`src/rtl/layer_readout_arbiter.sv`:
```
// -----------------------------------------------------------------------------
// layer_readout_arbiter
//
// Shares one SPI readout engine between NUM_LAYERS sensor layers. Each layer
// raises an active-low interrupt. The arbiter picks a pending layer round-robin
// and holds that layer for SETUP_CYCLES. It then requests a readout and waits
// for the engine to finish or for the abort timer to expire. Finally it
// releases the hold.
//
// Ports
//   sysclk            : single clock, rising edge
//   warm_resn         : active-low reset, asserted async, released sync
//   layer_enable      : per-layer service enable (sysclk domain)
//   layer_interruptn  : per-layer chip interrupt, active low, asynchronous
//   layer_hold        : per-layer hold, registered
//   hold_all          : host request forcing every hold high (1-cycle latency)
//   rd_req            : readout request to engine, registered
//   rd_layer          : index of granted layer
//   rd_ack / rd_done  : engine accept / finish pulses
//   rd_timeout_cycles : abort limit in cycles, 0 disables the abort timer
//   busy              : FSM not idle
//   timeout_pulse     : one-cycle pulse per aborted readout
//   timeout_count     : saturating count of aborts
// -----------------------------------------------------------------------------
module layer_readout_arbiter #(
  parameter int NUM_LAYERS   = 20,
  parameter int SETUP_CYCLES = 4,
  parameter int TMO_W        = 16
) (
  input  logic                  sysclk,
  input  logic                  warm_resn,
  input  logic [NUM_LAYERS-1:0] layer_enable,
  input  logic [NUM_LAYERS-1:0] layer_interruptn,
  output logic [NUM_LAYERS-1:0] layer_hold,
  input  logic                  hold_all,
  output logic                  rd_req,
  output logic [4:0]            rd_layer,
  input  logic                  rd_ack,
  input  logic                  rd_done,
  input  logic [TMO_W-1:0]      rd_timeout_cycles,
  output logic                  busy,
  output logic                  timeout_pulse,
  output logic [7:0]            timeout_count
);

  localparam int              SW         = (SETUP_CYCLES > 1) ? $clog2(SETUP_CYCLES) : 1;
  localparam logic [SW-1:0]   SETUP_LAST = SW'(SETUP_CYCLES - 1);
  localparam logic [4:0]      LAST_LAYER = 5'(NUM_LAYERS - 1);

  typedef enum logic [2:0] {
    ST_IDLE,
    ST_GRANT,
    ST_REQ,
    ST_WAIT,
    ST_RELEASE
  } state_t;

  state_t                  state_reg;
  logic [1:0]              rst_sync_reg;
  logic                    rst_n;
  logic [NUM_LAYERS-1:0]   intn_meta_reg;
  logic [NUM_LAYERS-1:0]   intn_sync_reg;
  logic [NUM_LAYERS-1:0]   pending_reg;
  logic [NUM_LAYERS-1:0]   layer_hold_reg;
  logic [NUM_LAYERS-1:0]   hold_fsm_next;
  logic [4:0]              rd_layer_reg;
  logic [4:0]              last_grant_reg;
  logic [4:0]              winner;
  logic [SW-1:0]           setup_cnt_reg;
  logic [TMO_W-1:0]        tmo_cnt_reg;
  logic [TMO_W-1:0]        tmo_cnt_inc;
  logic [7:0]              timeout_count_reg;
  logic                    rd_req_reg;
  logic                    timeout_pulse_reg;
  logic                    any_pending;
  logic                    grant_start;
  logic                    go_release;
  logic                    tmo_hit;

  // Reset: warm_resn clears everything at once; the internal reset is only
  // released two sysclk edges after warm_resn rises.
  always_ff @(posedge sysclk or negedge warm_resn) begin
    if (!warm_resn) begin
      rst_sync_reg <= 2'b00;
    end else begin
      rst_sync_reg <= {rst_sync_reg[0], 1'b1};
    end
  end

  assign rst_n = rst_sync_reg[1];

  // Two-flop synchronizer for the interrupts. It is followed by one
  // registered pending stage, so a falling interrupt reaches the hold three
  // edges later.
  always_ff @(posedge sysclk or negedge rst_n) begin
    if (!rst_n) begin
      intn_meta_reg <= '1;
      intn_sync_reg <= '1;
      pending_reg   <= '0;
    end else begin
      intn_meta_reg <= layer_interruptn;
      intn_sync_reg <= intn_meta_reg;
      pending_reg   <= layer_enable & ~intn_sync_reg;
    end
  end

  assign any_pending = |pending_reg;

  // Layer index that is 'offset' positions after the previous grant,
  // wrapping at NUM_LAYERS.
  function automatic logic [4:0] rr_index(input logic [4:0] base, input int offset);
    int pos;
    pos = int'(base) + 1 + offset;
    if (pos >= NUM_LAYERS) begin
      pos = pos - NUM_LAYERS;
    end
    return 5'(pos);
  endfunction

  // Scan from the farthest candidate to the nearest one, so the layer right
  // after last_grant wins.
  always_comb begin
    winner = '0;
    for (int k = NUM_LAYERS - 1; k >= 0; k--) begin
      if (pending_reg[rr_index(last_grant_reg, k)]) begin
        winner = rr_index(last_grant_reg, k);
      end
    end
  end

  assign tmo_cnt_inc = tmo_cnt_reg + TMO_W'(1);
  assign tmo_hit     = (rd_timeout_cycles != '0) && (tmo_cnt_inc == rd_timeout_cycles);
  assign grant_start = (state_reg == ST_IDLE) && any_pending;

  // Priority: a completed readout wins over an abort, and an abort wins
  // over a plain ack.
  always_comb begin
    go_release = 1'b0;
    case (state_reg)
      ST_GRANT: go_release = !layer_enable[rd_layer_reg];
      ST_REQ:   go_release = (rd_ack && rd_done) || tmo_hit;
      ST_WAIT:  go_release = rd_done || tmo_hit;
      default:  go_release = 1'b0;
    endcase
  end

  // Hold vector the FSM wants after this edge. This lets hold rise on the
  // same edge that enters GRANT and fall on the edge that enters RELEASE.
  always_comb begin
    hold_fsm_next = '0;
    if (grant_start) begin
      hold_fsm_next[winner] = 1'b1;
    end else if (!go_release &&
                 (state_reg == ST_GRANT || state_reg == ST_REQ || state_reg == ST_WAIT)) begin
      hold_fsm_next[rd_layer_reg] = 1'b1;
    end
  end

  always_ff @(posedge sysclk or negedge rst_n) begin
    if (!rst_n) begin
      layer_hold_reg <= '0;
    end else begin
      layer_hold_reg <= hold_all ? '1 : hold_fsm_next;
    end
  end

  always_ff @(posedge sysclk or negedge rst_n) begin
    if (!rst_n) begin
      state_reg         <= ST_IDLE;
      rd_req_reg        <= 1'b0;
      rd_layer_reg      <= '0;
      last_grant_reg    <= LAST_LAYER;
      setup_cnt_reg     <= '0;
      tmo_cnt_reg       <= '0;
      timeout_pulse_reg <= 1'b0;
      timeout_count_reg <= '0;
    end else begin
      timeout_pulse_reg <= 1'b0;
      case (state_reg)
        ST_IDLE: begin
          if (any_pending) begin
            state_reg     <= ST_GRANT;
            rd_layer_reg  <= winner;
            setup_cnt_reg <= '0;
          end
        end
        ST_GRANT: begin
          if (!layer_enable[rd_layer_reg]) begin
            state_reg <= ST_RELEASE;
          end else if (setup_cnt_reg == SETUP_LAST) begin
            state_reg   <= ST_REQ;
            rd_req_reg  <= 1'b1;
            tmo_cnt_reg <= '0;
          end else begin
            setup_cnt_reg <= setup_cnt_reg + SW'(1);
          end
        end
        ST_REQ: begin
          if (rd_ack && rd_done) begin
            rd_req_reg <= 1'b0;
            state_reg  <= ST_RELEASE;
          end else if (tmo_hit) begin
            rd_req_reg        <= 1'b0;
            timeout_pulse_reg <= 1'b1;
            if (timeout_count_reg != 8'hFF) begin
              timeout_count_reg <= timeout_count_reg + 8'd1;
            end
            state_reg <= ST_RELEASE;
          end else if (rd_ack) begin
            rd_req_reg  <= 1'b0;
            tmo_cnt_reg <= tmo_cnt_inc;
            state_reg   <= ST_WAIT;
          end else begin
            tmo_cnt_reg <= tmo_cnt_inc;
          end
        end
        ST_WAIT: begin
          if (rd_done) begin
            state_reg <= ST_RELEASE;
          end else if (tmo_hit) begin
            timeout_pulse_reg <= 1'b1;
            if (timeout_count_reg != 8'hFF) begin
              timeout_count_reg <= timeout_count_reg + 8'd1;
            end
            state_reg <= ST_RELEASE;
          end else begin
            tmo_cnt_reg <= tmo_cnt_inc;
          end
        end
        ST_RELEASE: begin
          last_grant_reg <= rd_layer_reg;
          state_reg      <= ST_IDLE;
        end
        default: begin
          state_reg  <= ST_IDLE;
          rd_req_reg <= 1'b0;
        end
      endcase
    end
  end

  assign layer_hold    = layer_hold_reg;
  assign rd_req        = rd_req_reg;
  assign rd_layer      = rd_layer_reg;
  assign busy          = (state_reg != ST_IDLE);
  assign timeout_pulse = timeout_pulse_reg;
  assign timeout_count = timeout_count_reg;

endmodule

```
`config.mk`:
```
export PLATFORM = sky130hd
export DESIGN_NAME = layer_readout_arbiter
export DESIGN_NICKNAME = d
export VERILOG_FILES = /design/src/rtl/layer_readout_arbiter.sv
export SDC_FILE = /design/constraint.sdc
export NUM_CORES = 1
export LEC_CHECK = 0
export ABC_AREA = 0
export BUFFER_PORTS_ARGS = -buffer_cell sky130_fd_sc_hd__buf_2
export CORE_MARGIN = 2
export CORE_UTILIZATION = 43
export DETAILED_ROUTE_END_ITERATION = 16
export PLACE_DENSITY = 0.59
export SYNTH_ARGS = -nofsm -noshare
export SYNTH_HDL_FRONTEND = slang
export SYNTH_SLANG_ARGS = --single-unit
```
`constraint.sdc`:
```
create_clock -name sysclk -period 3.72 [get_ports sysclk]
set_input_delay 0.558 -clock sysclk [delete_from_list [all_inputs] [get_ports sysclk]]
set_output_delay 0.558 -clock sysclk [all_outputs]
set_load 0.01 [all_outputs]
```
==> run metrics <==
status finished with violations; failing checks setup timing; post-synthesis net count 1723; Yosys top cell area share 0.1517; First-pass DRT Iterations 6; critical path launch point type register; GRT overflow 0; design area 20450 um2; Final ANT Viol Nets 0; Simple-Gate Fraction of Synth Area 0.2298; Synth Area in Compound Gates 0.2862; Seq/Total Area, Yosys 0.2374; vias in the first global route 15352; multi-input logic area 10850 um2; gr usage total 0.3715; cell at the root of the clock tree clkbuf_16; Cell variety after synth 102; Die Span Y 179.2 um; hpwl dp 47.03 mm; WS Path Type register to register; Routed WL per cell 23.19 um; Hold Fails Final Rpt 0; largest net degree at the start of global routing 65; area leader, netlist dfrtp_1; diode count 0; RSZ-0062 raised after global routing yes; Die Wd 179.2 um; clk_lat worst skew 0.44 ns; number of fillers in the final layout 2576; Mean Syn Cell Area 8.174 um2; Worst Setup End Kind register; Starting DRT DRC Count 1539; Async SR Flop Fraction 1.000; commonest non-fill, non-tap cells in the layout buf_4 (560), nand2_1 (149), nor2_1 (104), buf_2 (96); Synth Warn # 0; minimum clock period 5.342 ns; Mapped Area 13190 um2; #FFs+latches synth 123; clock-pin transition on the worst setup and hold timing paths 0.07 ns; CORE AREA 30430 um2; H-tree Lvls 4; die area 32100 um2; I/O Buffers 96; final number of setup-violating endpoints 25; Max Freq 187.2 MHz; # DRC 0; largest family of logic cells by synthesized area compound AO/OA/AOI/OAI gates; multiplexer share of the synthesized area 0.09228; commonest non-fill, non-tap cell in the layout buf_4; first-pass GRT wire length 89.63 mm; final WL 61.05 mm; Initial Utilization 0.4336; CP max FO 7; max-slew violations 0; required time of the worst setup path 4.06 ns; layout net count 2333; Post-synth EDFFs 0; CTS Buf Count 17; Worst Path Arrival 5.68 ns; Worst Hold Class primary input to register; I/O pins 97; CTS tree built; Post-Synth XOR/XNOR Area 0.05937; CTS Buffer Depth 2; Core Rows 64; worst clock skew 0.02020 ns; Routability Congestion 1.026; via count 16317; Storage cell area 3137 um2; Area growth syn-to-layout 55.03%; top cells by area, synth dfrtp_1 (15%), dfstp_2 (8.6%), ha_1 (4.6%), nand2_1 (4.3%), o21ai_0 (4.1%); CP max-delay cell dfstp_2; period utilisation layout 1.436; clock sinks 123; max-cap violation count 0; Placed Instance Area 18140 um2; Cells after Synth 1614; fraction of layout cells with a size suffix above 1 0.4649; slowest stage delay, CP 0.59 ns; dominant synthesized flop cell dfrtp_1; via density per instance 6.197; initial antenna violation count 0; adder and majority gate portion of the synthesized area 0.04552; Rel. slew slack 0.3669; setup ws final -1.622 ns; worst slew pin tran 0.9409 ns
==> cell families (layout without fill, tap and decap cells) <==
family / after synthesis / after routing
compound gates: 537 / 537
xor+xnor: 72 / 72
fa+ha+maj: 48 / 48
buf+inv: 155 / 778
flops: 123 / 123
mux: 94 / 94
other cells: 1 / 1
simple gates: 584 / 584
==> final cells by class <==
cell class                      count  area share
Timing Repair Buffer              694      0.2532
Sequential cell                   123      0.1534
Tap cell                          396     0.02423
Clock buffer                       18     0.02147
Multi-Input combinational cell   1336      0.5304
Inverter                           52     0.01058
Clock inverter                     14    0.006729
==> worst paths after layout <==
kind,startpoint,to,slack (ns),cells after the start
setup reg to reg,last_grant_reg[0]$_DFFE_PN1N_,layer_hold[4]$_DFF_PN0_,-1.62,25
min in group asynchronous,rst_sync_reg[1]$_DFF_PN0_,pending_reg[0]$_DFF_PN0_,0.42,0
max in group asynchronous,rst_sync_reg[1]$_DFF_PN0_,intn_sync_reg[17]$_DFF_PN1_,2.46,1
hold reg to reg,intn_meta_reg[3]$_DFF_PN1_,intn_sync_reg[3]$_DFF_PN1_,0.35,0
setup / recovery,last_grant_reg[0]$_DFFE_PN1N_,layer_hold[4]$_DFF_PN0_,-1.62,25
hold / removal,layer_interruptn[14],intn_meta_reg[14]$_DFF_PN1_,0.22,1
==> critical path, delay by kind of cell (launching register included) <==
kind / cells / cell delay [ns]
flops: 1 / 0.59
mux: 1 / 0.26
compound gates: 10 / 1.94
xor+xnor: 1 / 0.21
simple gates: 4 / 0.97
fa+ha+maj: 3 / 0.59
buf+inv: 6 / 0.67
==> metal layers <==
| metal | global-route usage | wire length (um) |
|---|---|---|
| met1 | 0.4874 | 24930 |
| met2 | 0.5957 | 28050 |
| met3 | 0.05789 | 4864 |
| met4 | 0.1825 | 3199 |
| met5 | 0 | 0 |
==> per-stage QoR <==
stage                     worst slack (ns)  TNS [ns]    util  hold slack (ns)  instances
after CTS                           -1.584    -37.19  0.6457           0.2047       2611
final                               -1.622    -38.47  0.6721           0.2219       2633
after global routing                -1.726    -41.12  0.6721           0.2048       2633
after detailed placement            -1.894    -44.13  0.5961           0.3402       2548
after global placement              -1.817    -42.35  0.5961           0.3387       2548
after floorplan                     -2.060    -46.50       -           0.2624       1614
==> cells in the mapped netlist, types with 15 or more instances <==
cell / instances
nand2_1: 151
o21ai_0: 108
nor2_1: 107
a21oi_1: 101
dfrtp_1: 80
clkbuf_1: 60
nand3_1: 51
ha_1: 48
xnor2_1: 47
inv_1: 46
mux2i_1: 44
dfstp_2: 43
nor2b_1: 40
nor3_1: 40
o211ai_1: 33
a211oi_1: 32
mux2_2: 31
buf_2: 30
nor4_1: 30
and3_1: 22
o31ai_1: 22
or3_1: 22
a31oi_1: 20
mux4_2: 19
nand2b_1: 19
and2_1: 18
a21o_1: 17
nand4_1: 17
o22ai_1: 16
xor2_1: 15
==> what timing repair did <==
action                     4_1_cts  5_1_grt
hold buffers                     1        0
gates cloned                     0        0
pin swaps                       51       89
hold endpoints to repair         2        0
resized for setup              139      128
setup endpoints to repair       25       48
buffers inserted                31       24
Power is left out: the tool's default activity adds up to more than one toggle a clock period on the data nets, which glitch-free logic cannot reach.
